### config.mk
export PLATFORM = sky130hd
export DESIGN_NAME = mem_port_arbiter
export DESIGN_NICKNAME = d
export VERILOG_FILES = /design/src/rtl/mem_arb_pkg.sv /design/src/rtl/mem_arb_starve_ctr.sv /design/src/rtl/mem_port_arbiter.sv
export SDC_FILE = /design/constraint.sdc
export NUM_CORES = 1
export LEC_CHECK = 0
export BUFFER_PORTS_ARGS = -buffer_cell sky130_fd_sc_hd__clkbuf_2
export CAP_MARGIN = 10
export CORE_AREA = 2 2 107 109
export DETAILED_ROUTE_END_ITERATION = 7
export DIE_AREA = 0 0 109 111
export SLEW_MARGIN = 30
export SYNTH_ARGS = -nofsm -noshare
export SYNTH_HDL_FRONTEND = slang
export SYNTH_HIERARCHICAL = 1
export SYNTH_SLANG_ARGS = --single-unit
### constraint.sdc
create_clock -name clk -period 2.8 [get_ports clk]
set_input_delay 0.14 -clock clk [delete_from_list [all_inputs] [get_ports clk]]
set_output_delay 0.14 -clock clk [all_outputs]
set_load 0.1 [all_outputs]
### src/rtl/mem_arb_pkg.sv
// mem_arb_pkg: shared state/owner types and counter width for the I/D memory port arbiter
package mem_arb_pkg;

    typedef enum logic [2:0] {IDLE, REQ_I, REQ_D, RSP_I, RSP_D} arb_state_t;

    typedef enum logic {OWN_I, OWN_D} arb_owner_t;

    localparam int STARVE_W = 4;

endpackage

### src/rtl/mem_arb_starve_ctr.sv
// mem_arb_starve_ctr: saturating count of D grants taken while fetch waits; at_max forces I through
module mem_arb_starve_ctr
    import mem_arb_pkg::*;
#(
    parameter int MAX = 4
) (
    input  logic clk,
    input  logic reset_n,
    input  logic clr,
    input  logic inc,
    output logic at_max
);

    localparam logic [STARVE_W-1:0] MAX_V = STARVE_W'(MAX);

    logic [STARVE_W-1:0] cnt_q, cnt_d;

    assign at_max = cnt_q == MAX_V;

    // clear wins over increment; the count holds once saturated
    always_comb begin
        cnt_d = clr ? '0 : (inc && !at_max) ? cnt_q + 1'b1 : cnt_q;
    end

    // count register
    always_ff @(posedge clk or negedge reset_n) begin
        if (!reset_n) cnt_q <= '0;
        else          cnt_q <= cnt_d;
    end

endmodule

### src/rtl/mem_port_arbiter.sv
// mem_port_arbiter: shares one memory port between fetch (I) and load/store (D), one transaction in flight
// Optional performance counters are built when MEM_ARB_PERF_EN is defined.
module mem_port_arbiter
    import mem_arb_pkg::*;
#(
    parameter int ADDR_W     = 32,
    parameter int DATA_W     = 32,
    parameter int STARVE_MAX = 4
) (
    input  logic                clk,
    input  logic                reset_n,
    input  logic                i_req,
    input  logic [ADDR_W-1:0]   i_addr,
    output logic                i_gnt,
    output logic                i_rvalid,
    output logic [DATA_W-1:0]   i_rdata,
    input  logic                d_req,
    input  logic                d_we,
    input  logic [DATA_W/8-1:0] d_be,
    input  logic [ADDR_W-1:0]   d_addr,
    input  logic [DATA_W-1:0]   d_wdata,
    output logic                d_gnt,
    output logic                d_rvalid,
    output logic [DATA_W-1:0]   d_rdata,
    output logic                mem_req,
    output logic                mem_we,
    output logic [DATA_W/8-1:0] mem_be,
    output logic [ADDR_W-1:0]   mem_addr,
    output logic [DATA_W-1:0]   mem_wdata,
    input  logic                mem_gnt,
    input  logic                mem_rvalid,
    input  logic [DATA_W-1:0]   mem_rdata,
    output logic                fetch_stall
`ifdef MEM_ARB_PERF_EN
    ,
    output logic [31:0]         perf_i_wait,
    output logic [31:0]         perf_d_xfer,
    output logic                perf_spurious
`endif
);

    arb_state_t state_q, state_d;
    arb_owner_t owner;
    logic       active, act_i, act_d, starve_at_max;

    mem_arb_starve_ctr #(.MAX(STARVE_MAX)) u_starve (
        .clk     (clk),
        .reset_n (reset_n),
        .clr     (i_gnt || !i_req),
        .inc     (d_gnt && i_req),
        .at_max  (starve_at_max)
    );

    // owner: IDLE arbitrates (D first unless fetch is starved), REQ_x keeps the locked owner
    always_comb begin
        owner  = (state_q == REQ_D || (state_q == IDLE && d_req && !(i_req && starve_at_max))) ? OWN_D : OWN_I;
        active = (state_q == IDLE && (d_req || i_req)) || state_q == REQ_I || state_q == REQ_D;
        act_d  = active && owner == OWN_D;
        act_i  = active && owner == OWN_I;
    end

    // port muxing and handshakes; responses route straight through to the owner
    always_comb begin
        mem_req     = active;
        mem_we      = act_d && d_we;
        mem_be      = act_d ? d_be : act_i ? '1 : '0;
        mem_addr    = act_d ? d_addr : act_i ? i_addr : '0;
        mem_wdata   = act_d ? d_wdata : '0;
        i_gnt       = act_i && mem_gnt;
        d_gnt       = act_d && mem_gnt;
        i_rvalid    = state_q == RSP_I && mem_rvalid;
        d_rvalid    = state_q == RSP_D && mem_rvalid;
        i_rdata     = i_rvalid ? mem_rdata : '0;
        d_rdata     = d_rvalid ? mem_rdata : '0;
        fetch_stall = i_req && !i_gnt;
    end

    // next state: RSP waits for rvalid, otherwise issue toward REQ_x or straight to RSP_x on grant
    always_comb begin
        state_d = (state_q == RSP_I || state_q == RSP_D) ? (mem_rvalid ? IDLE : state_q) :
                  !active         ? IDLE :
                  owner == OWN_D  ? (mem_gnt ? RSP_D : REQ_D) :
                                    (mem_gnt ? RSP_I : REQ_I);
    end

    // state register; reset abandons any in-flight response
    always_ff @(posedge clk or negedge reset_n) begin
        if (!reset_n) state_q <= IDLE;
        else          state_q <= state_d;
    end

`ifdef MEM_ARB_PERF_EN
    logic [31:0] perf_i_wait_q, perf_i_wait_d, perf_d_xfer_q, perf_d_xfer_d;
    logic        perf_spurious_q, perf_spurious_d;

    // wrap-around event counters and a sticky flag for responses nobody is waiting for
    always_comb begin
        perf_i_wait_d   = perf_i_wait_q + {31'd0, fetch_stall};
        perf_d_xfer_d   = perf_d_xfer_q + {31'd0, d_gnt};
        perf_spurious_d = perf_spurious_q || (mem_rvalid && state_q != RSP_I && state_q != RSP_D);
    end

    // performance registers
    always_ff @(posedge clk or negedge reset_n) begin
        if (!reset_n) begin
            perf_i_wait_q   <= '0;
            perf_d_xfer_q   <= '0;
            perf_spurious_q <= 1'b0;
        end else begin
            perf_i_wait_q   <= perf_i_wait_d;
            perf_d_xfer_q   <= perf_d_xfer_d;
            perf_spurious_q <= perf_spurious_d;
        end
    end

    assign perf_i_wait   = perf_i_wait_q;
    assign perf_d_xfer   = perf_d_xfer_q;
    assign perf_spurious = perf_spurious_q;
`endif

endmodule

==> results of run 1 <==
[cells by family after synthesis]
| family | count (synthesis) | share of synthesized area (%) |
|---|---|---|
| buffers and inverters | 21 | 7.296 |
| adder cells (fa/ha/maj) | 3 | 2.488 |
| AO/OA/AOI/OAI | 49 | 27.28 |
| AND/OR/NAND/NOR | 120 | 51.33 |
| flip-flops | 7 | 11.61 |
[stage by stage]
stage	area (sq um)	instances	hold slack, ps	worst slack [ps]
6_report	4205	612	138.6	175.6
5_1_grt	4205	612	173.7	80.62
4_1_cts	4205	612	138.3	194.8
3_5_place_dp	4116	607	-18.31	451.2
3_3_place_gp	4116	607	-20.46	515.8
2_1_floorplan	1520	200	-155.6	-18.41
[cells in the final DEF (no fill, tap or decap)]
cell	n
o2bb2ai_1	1
a21oi_2	1
and3_1	2
clkbuf_1	1
nand3b_4	1
nor4_4	1
o21a_1	4
inv_2	1
nor3b_2	2
and2_1	99
o21ai_2	1
nand3_1	2
dlygate4sd3_1	1
nor2_1	3
nand2_1	3
clkbuf_2	179
dfrtp_1	7
a21o_1	3
nor4_1	1
nor3_1	2
a21bo_2	1
inv_1	3
nand4_1	1
a21boi_2	1
or2_2	1
clkbuf_16	3
ha_1	3
and4_1	1
a22o_1	32
a21boi_0	1
buf_4	34
buf_12	68
a211oi_4	1
or3_1	1
a21oi_1	3
[cell type report]
class,instances,area share [%]
flip-flops and latches,7,4.165
well taps,143,4.255
repair buffers,282,59.98
multi-input cells,172,29.37
clock buffers,4,1.874
inverters,4,0.3570
[registers in the layout, indices dropped and copies added, names as in the netlist]
name,flops
state_q,3
u_starve/cnt_q,4
[metal layers]
metal	up-vias	part of all wire (%)	global-route usage [%]
met2	141	54	26.34
met3	0	8.7	2.410
li1	1227	-	-
met1	1153	37	14.80
met4	0	0	1.282
met5	-	0	0
[worst paths after layout]
| path | start | slack, ps | cells after the start | end |
|---|---|---|---|---|
| max in group asynchronous | reset_n | 2360 | 2 | u_starve/cnt_q[0]$_DFFE_PN0P_ |
| min reg2reg | u_starve/cnt_q[3]$_DFFE_PN0P_ | 590 | 2 | u_starve/cnt_q[3]$_DFFE_PN0P_ |
| min in group asynchronous | reset_n | 280 | 2 | state_q[0]$_DFFE_PN0P_ |
| max reg2reg | u_starve/cnt_q[0]$_DFFE_PN0P_ | 390 | 11 | u_starve/cnt_q[3]$_DFFE_PN0P_ |
| max | u_starve/cnt_q[0]$_DFFE_PN0P_ | 180 | 9 | mem_addr[8] |
| min | mem_rvalid | 140 | 2 | state_q[2]$_DFFE_PN0P_ |
[critical path, delay by kind of cell (launching register included)]
family / cells / cell delay, ps
buf+inv: 4 / 810
simple gates: 3 / 560
flops: 1 / 400
compound gates: 1 / 260
fa+ha+maj: 1 / 220
==> impl_metrics.py, run 1 <==
metrics = {
    "worst_setup_path": {
        "cp.required_ps": 2660,
        "crit_arrival_ps": 2480,
        "path_cells": "inv_1 > ha_1 > nand3b_4 > inv_1 > nor3b_2 > nor4_4 > buf_4 > a22o_1 > buf_12",
        "max_stage_delay_ps": 400,
        "crit_path_max_fanout": 32,
        "critical-path-top-cell-by-count": "inv_1",
        "critical-path-slowest-cell": "dfrtp_1",
        "worstSetupEndpointType": "output pin",
        "worstSetupPathType": "flop to output pin",
        "start_kind": "flop",
    },
    "routing": {
        "routed_wire_length_mm": 8.752,
        "drt.antenna.violating_nets": 0,
        "drt-pass1-iter-count": 4,
        "vias": 2521,
        "route.detailed.wl_per_inst_um": 14.30,
        "number_of_drc_markers_in_iteration_0": 141,
        "viasPerCell": 4.119,
        "remaining_drc_errors": 0,
    },
    "cts": {
        "buffers_inserted_during_post_cts_setup_optimization": 0,
        "cts-buffers-inserted": 3,
        "ctsLongestPathBuffers": 2,
        "path_clk_slew_ps": 30,
        "cts_tree": "done",
        "cts.repair.resized": 0,
        "hold_bufs_at_cts": 1,
        "tritoncts_num_sinks": 7,
        "clk_root_buffer_cell": "clkbuf_16",
        "htree_num_levels": 1,
        "clk_latency_ps": 230,
    },
    "floorplan": {
        "chipHeight_um": 111,
        "chipWidth_um": 109,
        "top_level_ports": 278,
        "rows": 39,
        "floorplan.die_area_sq_um": 12100,
        "initial_utilization_pct": 13.62,
        "core_area_sq_um": 11080,
    },
    "global_route": {
        "first_global_vias": 2531,
        "antenna_violations_before_repair": 0,
        "grt_start_max_net_pins": 65,
        "track_usage_pct": 13.31,
        "grt_first_pass_wirelength_mm": 12.89,
        "overflow": 0,
    },
    "yosys": {
        "synth.yosys.seq_area_share_pct": 11.61,
        "synthTopCellsByArea": "and2_1 (41%), a22o_1 (19%), dfrtp_1 (12%)",
        "synth_edf_count": 0,
        "net_count_of_the_mapped_netlist": 342,
        "synthDominantCellAreaShare_pct": 41.04,
        "yosysTopAreaCell": "and2_1",
        "average_footprint_of_a_synthesized_cell_sq_um": 7.545,
        "yosys.cell_types.count": 33,
        "synthArstFlopShare_pct": 100.0,
        "postSynthRegisterBits": 7,
        "yosys_warnings": 6,
        "synth.most_common_cell": "and2_1",
        "syn-cell-area_sq_um": 1509,
        "netlist_top_cells_count": "and2_1 (99), a22o_1 (32), clkbuf_1 (7), dfrtp_1 (7), buf_2 (6)",
        "synth_ff_type": "dfrtp_1",
        "netlist_instances": 200,
    },
    "finish": {
        "fillerInstances": 1083,
        "areaGrowthSynthToFinish_pct": 178.7,
        "drive_above_1_share_pct": 62.90,
        "finalCoreUtilization_pct": 37.96,
        "multi_input_area_sq_um": 1235,
        "nNetsFinal": 612,
        "diodes": 0,
        "regArea_sq_um": 175.2,
    },
    "sta": {
        "finalClockSkew_ps": 0.2497,
        "rsz_0062_raised_after_global_routing": "no",
        "final_hold_viol_count": 0,
        "tns_ps": 0,
        "maxClockFrequency_mhz": 381.0,
        "timing.final.setup_violations": 0,
        "timing_worst_slew_pin_value_ps": 570.2,
        "min_period_ps": 2624,
        "timing_max_transition_violations_final": 0,
        "final_min_period_over_clock_period_pct": 93.73,
        "timing.slew.headroom_pct": 62.15,
    },
    "placed_design": {
        "finalWeightedCongestion": 0.8245,
        "port_buffers": 277,
        "dp_hpwl_mm": 7.584,
    },
    "hold_path": {
        "worst_hold_path_type": "input pin to flop",
    },
    "run_status": {
        "status": "finished clean",
    },
    "run": {
        "cap_viol_max_count": 0,
    },
}
Power of run 1 is not shown: default switching activity piles up to over one toggle a cycle in this logic, so the estimate is an artifact.
==> inputs of run 2 (changes only) <==
--- a/config.mk
+++ b/config.mk
@@ -5,11 +5,12 @@
 export SDC_FILE = /design/constraint.sdc
 export NUM_CORES = 1
 export LEC_CHECK = 0
+export ABC_AREA = 1
 export BUFFER_PORTS_ARGS = -buffer_cell sky130_fd_sc_hd__clkbuf_2
 export CAP_MARGIN = 10
-export CORE_AREA = 2 2 107 109
+export CORE_AREA = 2 2 108 110
 export DETAILED_ROUTE_END_ITERATION = 7
-export DIE_AREA = 0 0 109 111
+export DIE_AREA = 0 0 110 112
 export SLEW_MARGIN = 30
 export SYNTH_ARGS = -nofsm -noshare
 export SYNTH_HDL_FRONTEND = slang
==> run 2 against run 1 <==
Compared with the run above: final area increased by 4.1%; sequential cell count unchanged; critical path depth increased by 3; final cell count increased by 25%; global-route usage increased by 0.061 points; die area increased by 1.8%; critical endpoint is now mem_be[0]; fmax increased by 11%.
==> impl_metrics.py, run 2 <==
metrics = {
    "run_status": {
        "status": "finished clean",
    },
    "worst_setup_path": {
        "reg2reg_from": "u_starve/cnt_q[0]$_DFFE_PN0P_",
        "crit_arrival_ps": 2220,
        "reg2regPathDepth": 14,
        "crit_path_max_fanout": 40,
        "cp.required_ps": 2660,
        "start_kind": "flop",
        "worstSetupEndpointType": "output pin",
        "worst-r2r-setup-slack_ps": 710,
        "r2r_end": "u_starve/cnt_q[0]$_DFFE_PN0P_",
        "worstSetupPathType": "flop to output pin",
    },
    "yosys": {
        "synthArstFlopShare_pct": 100.0,
        "netlist_instances": 355,
        "synthDominantCellAreaShare_pct": 18.92,
        "yosysTopAreaCell": "nor2_1",
        "average_footprint_of_a_synthesized_cell_sq_um": 4.917,
        "synthTopCellsByArea": "nor2_1 (19%), nand2_1 (18%), inv_1 (17%)",
        "synth.yosys.seq_area_share_pct": 10.04,
        "synth_edf_count": 0,
        "syn-cell-area_sq_um": 1745,
        "net_count_of_the_mapped_netlist": 497,
        "netlist_top_cells_count": "nor2_1 (88), nand2_1 (82), inv_1 (78)",
        "yosys_warnings": 6,
        "synth_ff_type": "dfrtp_1",
        "postSynthRegisterBits": 7,
        "synth.most_common_cell": "nor2_1",
        "yosys.cell_types.count": 19,
    },
    "routing": {
        "route.detailed.wl_per_inst_um": 11.33,
        "drt.antenna.violating_nets": 0,
        "drt-pass1-iter-count": 4,
        "vias": 2968,
        "remaining_drc_errors": 0,
        "viasPerCell": 3.875,
        "routed_wire_length_mm": 8.675,
        "number_of_drc_markers_in_iteration_0": 140,
    },
    "floorplan": {
        "rows": 39,
        "chipWidth_um": 110,
        "chipHeight_um": 112,
        "top_level_ports": 278,
        "floorplan.die_area_sq_um": 12320,
        "initial_utilization_pct": 15.62,
        "core_area_sq_um": 11170,
    },
    "global_route": {
        "globalRoute.busiestLayer": "met2",
        "first_global_vias": 2722,
        "antenna_violations_before_repair": 0,
        "grt_use_met2_pct": 26.42,
        "groute.layer.met1.usage_pct": 14.32,
        "globalRouteMet3Util_pct": 2.518,
        "grt_first_pass_wirelength_mm": 13.05,
        "overflow": 0,
        "track_usage_pct": 13.37,
        "grt_start_max_net_pins": 41,
    },
    "finish": {
        "max_flop_register": "u_starve/cnt_q",
        "nNetsFinal": 766,
        "biggestRegsByFlops": "u_starve/cnt_q (4), state_q (3)",
        "drive_above_1_share_pct": 51.36,
        "areaGrowthSynthToFinish_pct": 150.8,
        "layout_common_cells": "clkbuf_2 (205), nor2_1 (88), nand2_1 (82), inv_1 (78), buf_12 (72)",
        "leading_cell_type_in_the_layout_fill_and_taps_excluded": "clkbuf_2",
        "largest_register_ffs": 4,
        "diodes": 0,
        "fillerInstances": 1186,
    },
    "sta": {
        "tns_ps": 0,
        "timing_max_transition_violations_final": 0,
        "timing_worst_slew_pin_value_ps": 776.1,
        "timing.final.setup_violations": 0,
        "min_period_ps": 2365,
        "finalClockSkew_ps": 0.3316,
        "timing.slew.headroom_pct": 48.18,
        "final_min_period_over_clock_period_pct": 84.46,
        "final_hold_viol_count": 0,
        "maxClockFrequency_mhz": 422.9,
        "rsz_0062_raised_after_global_routing": "no",
    },
    "placed_design": {
        "port_buffers": 277,
        "dp_hpwl_mm": 7.599,
        "finalWeightedCongestion": 0.7663,
    },
    "run": {
        "cap_viol_max_count": 0,
    },
    "cts": {
        "buffers_inserted_during_post_cts_setup_optimization": 0,
        "cts_tree": "done",
        "tritoncts_num_sinks": 7,
        "clk_root_buffer_cell": "clkbuf_16",
        "cts-buffers-inserted": 3,
        "ctsLongestPathBuffers": 2,
        "path_clk_slew_ps": 40,
        "htree_num_levels": 1,
        "clk_latency_ps": 240,
    },
    "hold_path": {
        "worst_hold_startpoint": "mem_rvalid",
        "worst_hold_path_type": "input pin to flop",
        "hold_depth": 2,
        "hold_path_end": "state_q[2]$_DFFE_PN0P_",
    },
}
run 2: changes by cell type in the layout (fill, tap and decap cells not counted), sizes merged, moves of 26 or more:
cell    delta
nor2     +111
nand3     +34
clkbuf    +26
inv       +76
nand2     +82
and2      -99
a22o      -32
run 2: critical path, cell delays in order, from the launching register on:
cell and delay, ps:
dfrtp_1 400, inv_1 100, ha_1 140, nand2_1 80, nor2_2 130, nand2_1 60, nand2_1 50, nand2_1 60
nand2_2 100, buf_4 380, nor2_1 90, nor2_1 190, buf_12 200
run 2: cells by family (layout without fill, tap and decap cells):
family	Yosys count	after routing	share of synthesized area (%)
AOI/OAI and AO/OA	6	6	2.581
adders and majority gates	3	3	2.151
buffers and inverters	99	367	25.23
DFF	7	7	10.04
and+or+nand+nor	240	240	60.00
run 2: worst max-delay path by stage:
| stage | end | slack [ps] | depth (start not counted) | startpoint |
|---|---|---|---|---|
| 3_3_place_gp | mem_be[2] | 740 | 12 | u_starve/cnt_q[0]$_DFFE_PN0P_ |
| 6_report | mem_be[0] | 440 | 12 | u_starve/cnt_q[0]$_DFFE_PN0P_ |
| 5_1_grt | mem_be[0] | 240 | 12 | u_starve/cnt_q[0]$_DFFE_PN0P_ |
| 2_1_floorplan | d_rdata[21] | -420 | 6 | state_q[0]$_DFFE_PN0P_ |
| 4_1_cts | mem_be[0] | 420 | 12 | u_starve/cnt_q[0]$_DFFE_PN0P_ |
| 3_5_place_dp | mem_be[0] | 670 | 12 | u_starve/cnt_q[0]$_DFFE_PN0P_ |
run 2: stage by stage:
step | hold WS, ps | std cells | utilization [%] | cell area, sq um | setup WS [ps]
floorplan | -155.6 | 355 | - | 1745 | -415.2
global placement | -12.41 | 761 | 38.38 | 4289 | 743.3
detailed placement | -12.30 | 761 | 38.38 | 4289 | 665.4
CTS | 130.5 | 766 | 39.18 | 4378 | 415.2
global route | 156.1 | 766 | 39.18 | 4378 | 235.3
finish | 131.8 | 766 | 39.18 | 4378 | 435.1
run 2: per-layer routing:
metal	wire [um]	vias up
li1	-	1554
met1	3125	1232
met2	4666	177
met3	819	5
met4	65	0
met5	0	-
run 2: what timing repair did:
item	CTS	global route
hold buffers	1	0
resized for setup	0	0
endpoints found under the hold margin	7	0
run 2: area by class of cell:
type	count	area, sq um	share of cell area [%]
multi-input cells	249	1130	25.81
inverters	80	300.3	6.859
clock buffers	4	78.83	1.801
well taps	143	178.9	4.087
repair buffers	283	2515	57.44
flip-flops and latches	7	175.2	4.001
Power of run 2 is left out for the same reason.
==> inputs of run 3 (changes only) <==
--- a/config.mk
+++ b/config.mk
@@ -8,9 +8,9 @@
 export ABC_AREA = 1
 export BUFFER_PORTS_ARGS = -buffer_cell sky130_fd_sc_hd__clkbuf_2
 export CAP_MARGIN = 10
-export CORE_AREA = 2 2 108 110
+export CORE_AREA = 2 2 107 109
 export DETAILED_ROUTE_END_ITERATION = 7
-export DIE_AREA = 0 0 110 112
+export DIE_AREA = 0 0 109 111
 export SLEW_MARGIN = 30
 export SYNTH_ARGS = -nofsm -noshare
 export SYNTH_HDL_FRONTEND = slang
==> constraint.sdc (replaced) <==
create_clock -name clk -period 1.95 [get_ports clk]
set_input_delay 0.0975 -clock clk [delete_from_list [all_inputs] [get_ports clk]]
set_output_delay 0.0975 -clock clk [all_outputs]
set_load 0.1 [all_outputs]
==> run 3 against run 2 <==
Compared with the run above: the run now ends with setup timing left; clock skew rose by 3.1 ps; register-to-register slack worse by 850 ps; critical path depth is 1 higher; setup slack got worse by 650 ps; wire length increased by 30%; core utilization is 22 points higher; non-clock buffer count grew 36.
==> impl_metrics.py, run 3 (synthesis results as in run 2) <==
metrics = {
    "routing": {
        "routed_wire_length_mm": 11.29,
        "number_of_drc_markers_in_iteration_0": 113,
        "drt-pass1-iter-count": 4,
        "route.detailed.wl_per_inst_um": 14.06,
        "drt.antenna.violating_nets": 0,
        "remaining_drc_errors": 0,
        "viasPerCell": 4.115,
        "vias": 3304,
    },
    "run": {
        "cap_viol_max_count": 0,
    },
    "sta": {
        "timing.final.setup_violations": 77,
        "timing_max_transition_violations_final": 0,
        "min_period_ps": 2168,
        "rsz_0062_raised_after_global_routing": "yes",
        "timing_worst_slew_pin_value_ps": 560.1,
        "finalClockSkew_ps": 3.415,
        "maxClockFrequency_mhz": 461.3,
        "timing.slew.headroom_pct": 62.82,
        "worst_slack_ps": -217.6,
        "final_hold_viol_count": 0,
        "final_min_period_over_clock_period_pct": 111.2,
    },
    "finish": {
        "nNetsFinal": 803,
        "diodes": 0,
        "areaGrowthSynthToFinish_pct": 287.5,
        "largest_register_ffs": 4,
        "leading_cell_type_in_the_layout_fill_and_taps_excluded": "buf_12",
        "max_flop_register": "u_starve/cnt_q",
        "drive_above_1_share_pct": 74.55,
        "biggestRegsByFlops": "u_starve/cnt_q (4), state_q (3)",
        "layout_common_cells": "buf_12 (147), clkbuf_2 (139), inv_1 (72), nor2_4 (72), nand2_2 (42)",
        "design_area_sq_um": 6764,
    },
    "placed_design": {
        "finalWeightedCongestion": 0.8373,
        "dp_slack_ps": -11.97,
        "port_buffers": 277,
        "placed_area_sq_um": 6008,
        "dp_hpwl_mm": 8.853,
    },
    "global_route": {
        "grt_first_pass_wirelength_mm": 15.75,
        "antenna_violations_before_repair": 0,
        "track_usage_pct": 16.29,
        "grt_start_max_net_pins": 35,
        "overflow": 0,
        "first_global_vias": 3307,
    },
    "floorplan": {
        "floorplan.die_area_sq_um": 12100,
        "rows": 39,
        "core_area_sq_um": 11080,
        "chipWidth_um": 109,
        "initial_utilization_pct": 15.76,
        "chipHeight_um": 111,
        "top_level_ports": 278,
    },
    "worst_setup_path": {
        "reg2regPathDepth": 16,
        "start_kind": "flop",
        "worstSetupPathType": "flop to output pin",
        "cp.required_ps": 1850,
        "crit_path_max_fanout": 7,
        "crit_arrival_ps": 2070,
        "worstSetupEndpointType": "output pin",
    },
    "hold_path": {
        "worst_hold_path_type": "input pin to flop",
        "hold_depth": 2,
    },
    "cts": {
        "tritoncts_num_sinks": 7,
        "cts-buffers-inserted": 3,
        "ctsLongestPathBuffers": 2,
        "cts_tree": "done",
        "path_clk_slew_ps": 40,
        "clk_latency_ps": 240,
        "clk_root_buffer_cell": "clkbuf_16",
        "htree_num_levels": 1,
    },
    "run_status": {
        "status": "finished with violations",
        "failing_checks": "setup timing",
    },
}
[run 3: repair_timing]
item,CTS,global route
resized for setup,24,67
hold buffers,1,0
endpoints found under the setup margin,72,76
pin swaps,5,16
hold endpoints to repair,7,0
buffers inserted,10,10
cloned,1,6
[run 3: critical path: stages, from the launching register on]
cell	delay (ps)
dfrtp_1	370
inv_2	70
ha_4	160
nand2_4	80
nor2_4	40
nand2_2	90
nand2_2	80
nand2_4	90
nand2_8	80
buf_12	170
clkbuf_16	160
buf_6	140
nor2_4	110
buf_12	180
[run 3: final timing paths]
check	slack, ps	startpoint	endpoint
worst max register to register	-140	u_starve/cnt_q[1]$_DFFE_PN0P_	u_starve/cnt_q[2]$_DFFE_PN0P_
worst max-delay path	-220	u_starve/cnt_q[1]$_DFFE_PN0P_	mem_wdata[26]
min in group asynchronous	250	reset_n	u_starve/cnt_q[0]$_DFFE_PN0P_
max in group asynchronous	1520	reset_n	state_q[1]$_DFFE_PN0P_
worst min register to register	640	u_starve/cnt_q[2]$_DFFE_PN0P_	u_starve/cnt_q[2]$_DFFE_PN0P_
worst min-delay path	80	mem_rvalid	state_q[2]$_DFFE_PN0P_
[run 3: per-layer routing]
layer | part of all wire [%] | wire length, um | GRT usage [%] | up-vias
met3 | 9.7 | 1095 | 3.821 | 14
met2 | 56 | 6306 | 32.26 | 192
met1 | 33 | 3727 | 16.68 | 1462
met4 | 1.4 | 163 | 3.675 | 0
li1 | - | - | - | 1636
met5 | 0 | 0 | 0 | -
[run 3: stage by stage]
step / setup TNS [ps] / cells / util, % / hold WS [ps]
final: -11030 / 803 / 61.06 / 78.45
after global routing: -15870 / 803 / 61.06 / 100.9
after CTS: -5030 / 789 / 56.83 / 97.54
after detailed placement: -46.79 / 773 / 54.24 / -51.28
after global placement: 0 / 773 / 54.24 / -50.70
after floorplan: -11300 / 355 / - / -198.1
[run 3: final cells by class]
cell class,count,area (sq um)
Inverter,80,312.8
Clock buffer,4,78.83
Sequential cell,7,175.2
Multi-Input combinational cell,250,2018
Tap cell,143,178.9
Fill cell,885,4313
Timing Repair Buffer,319,4000
Power of run 3 is left out for the same reason.
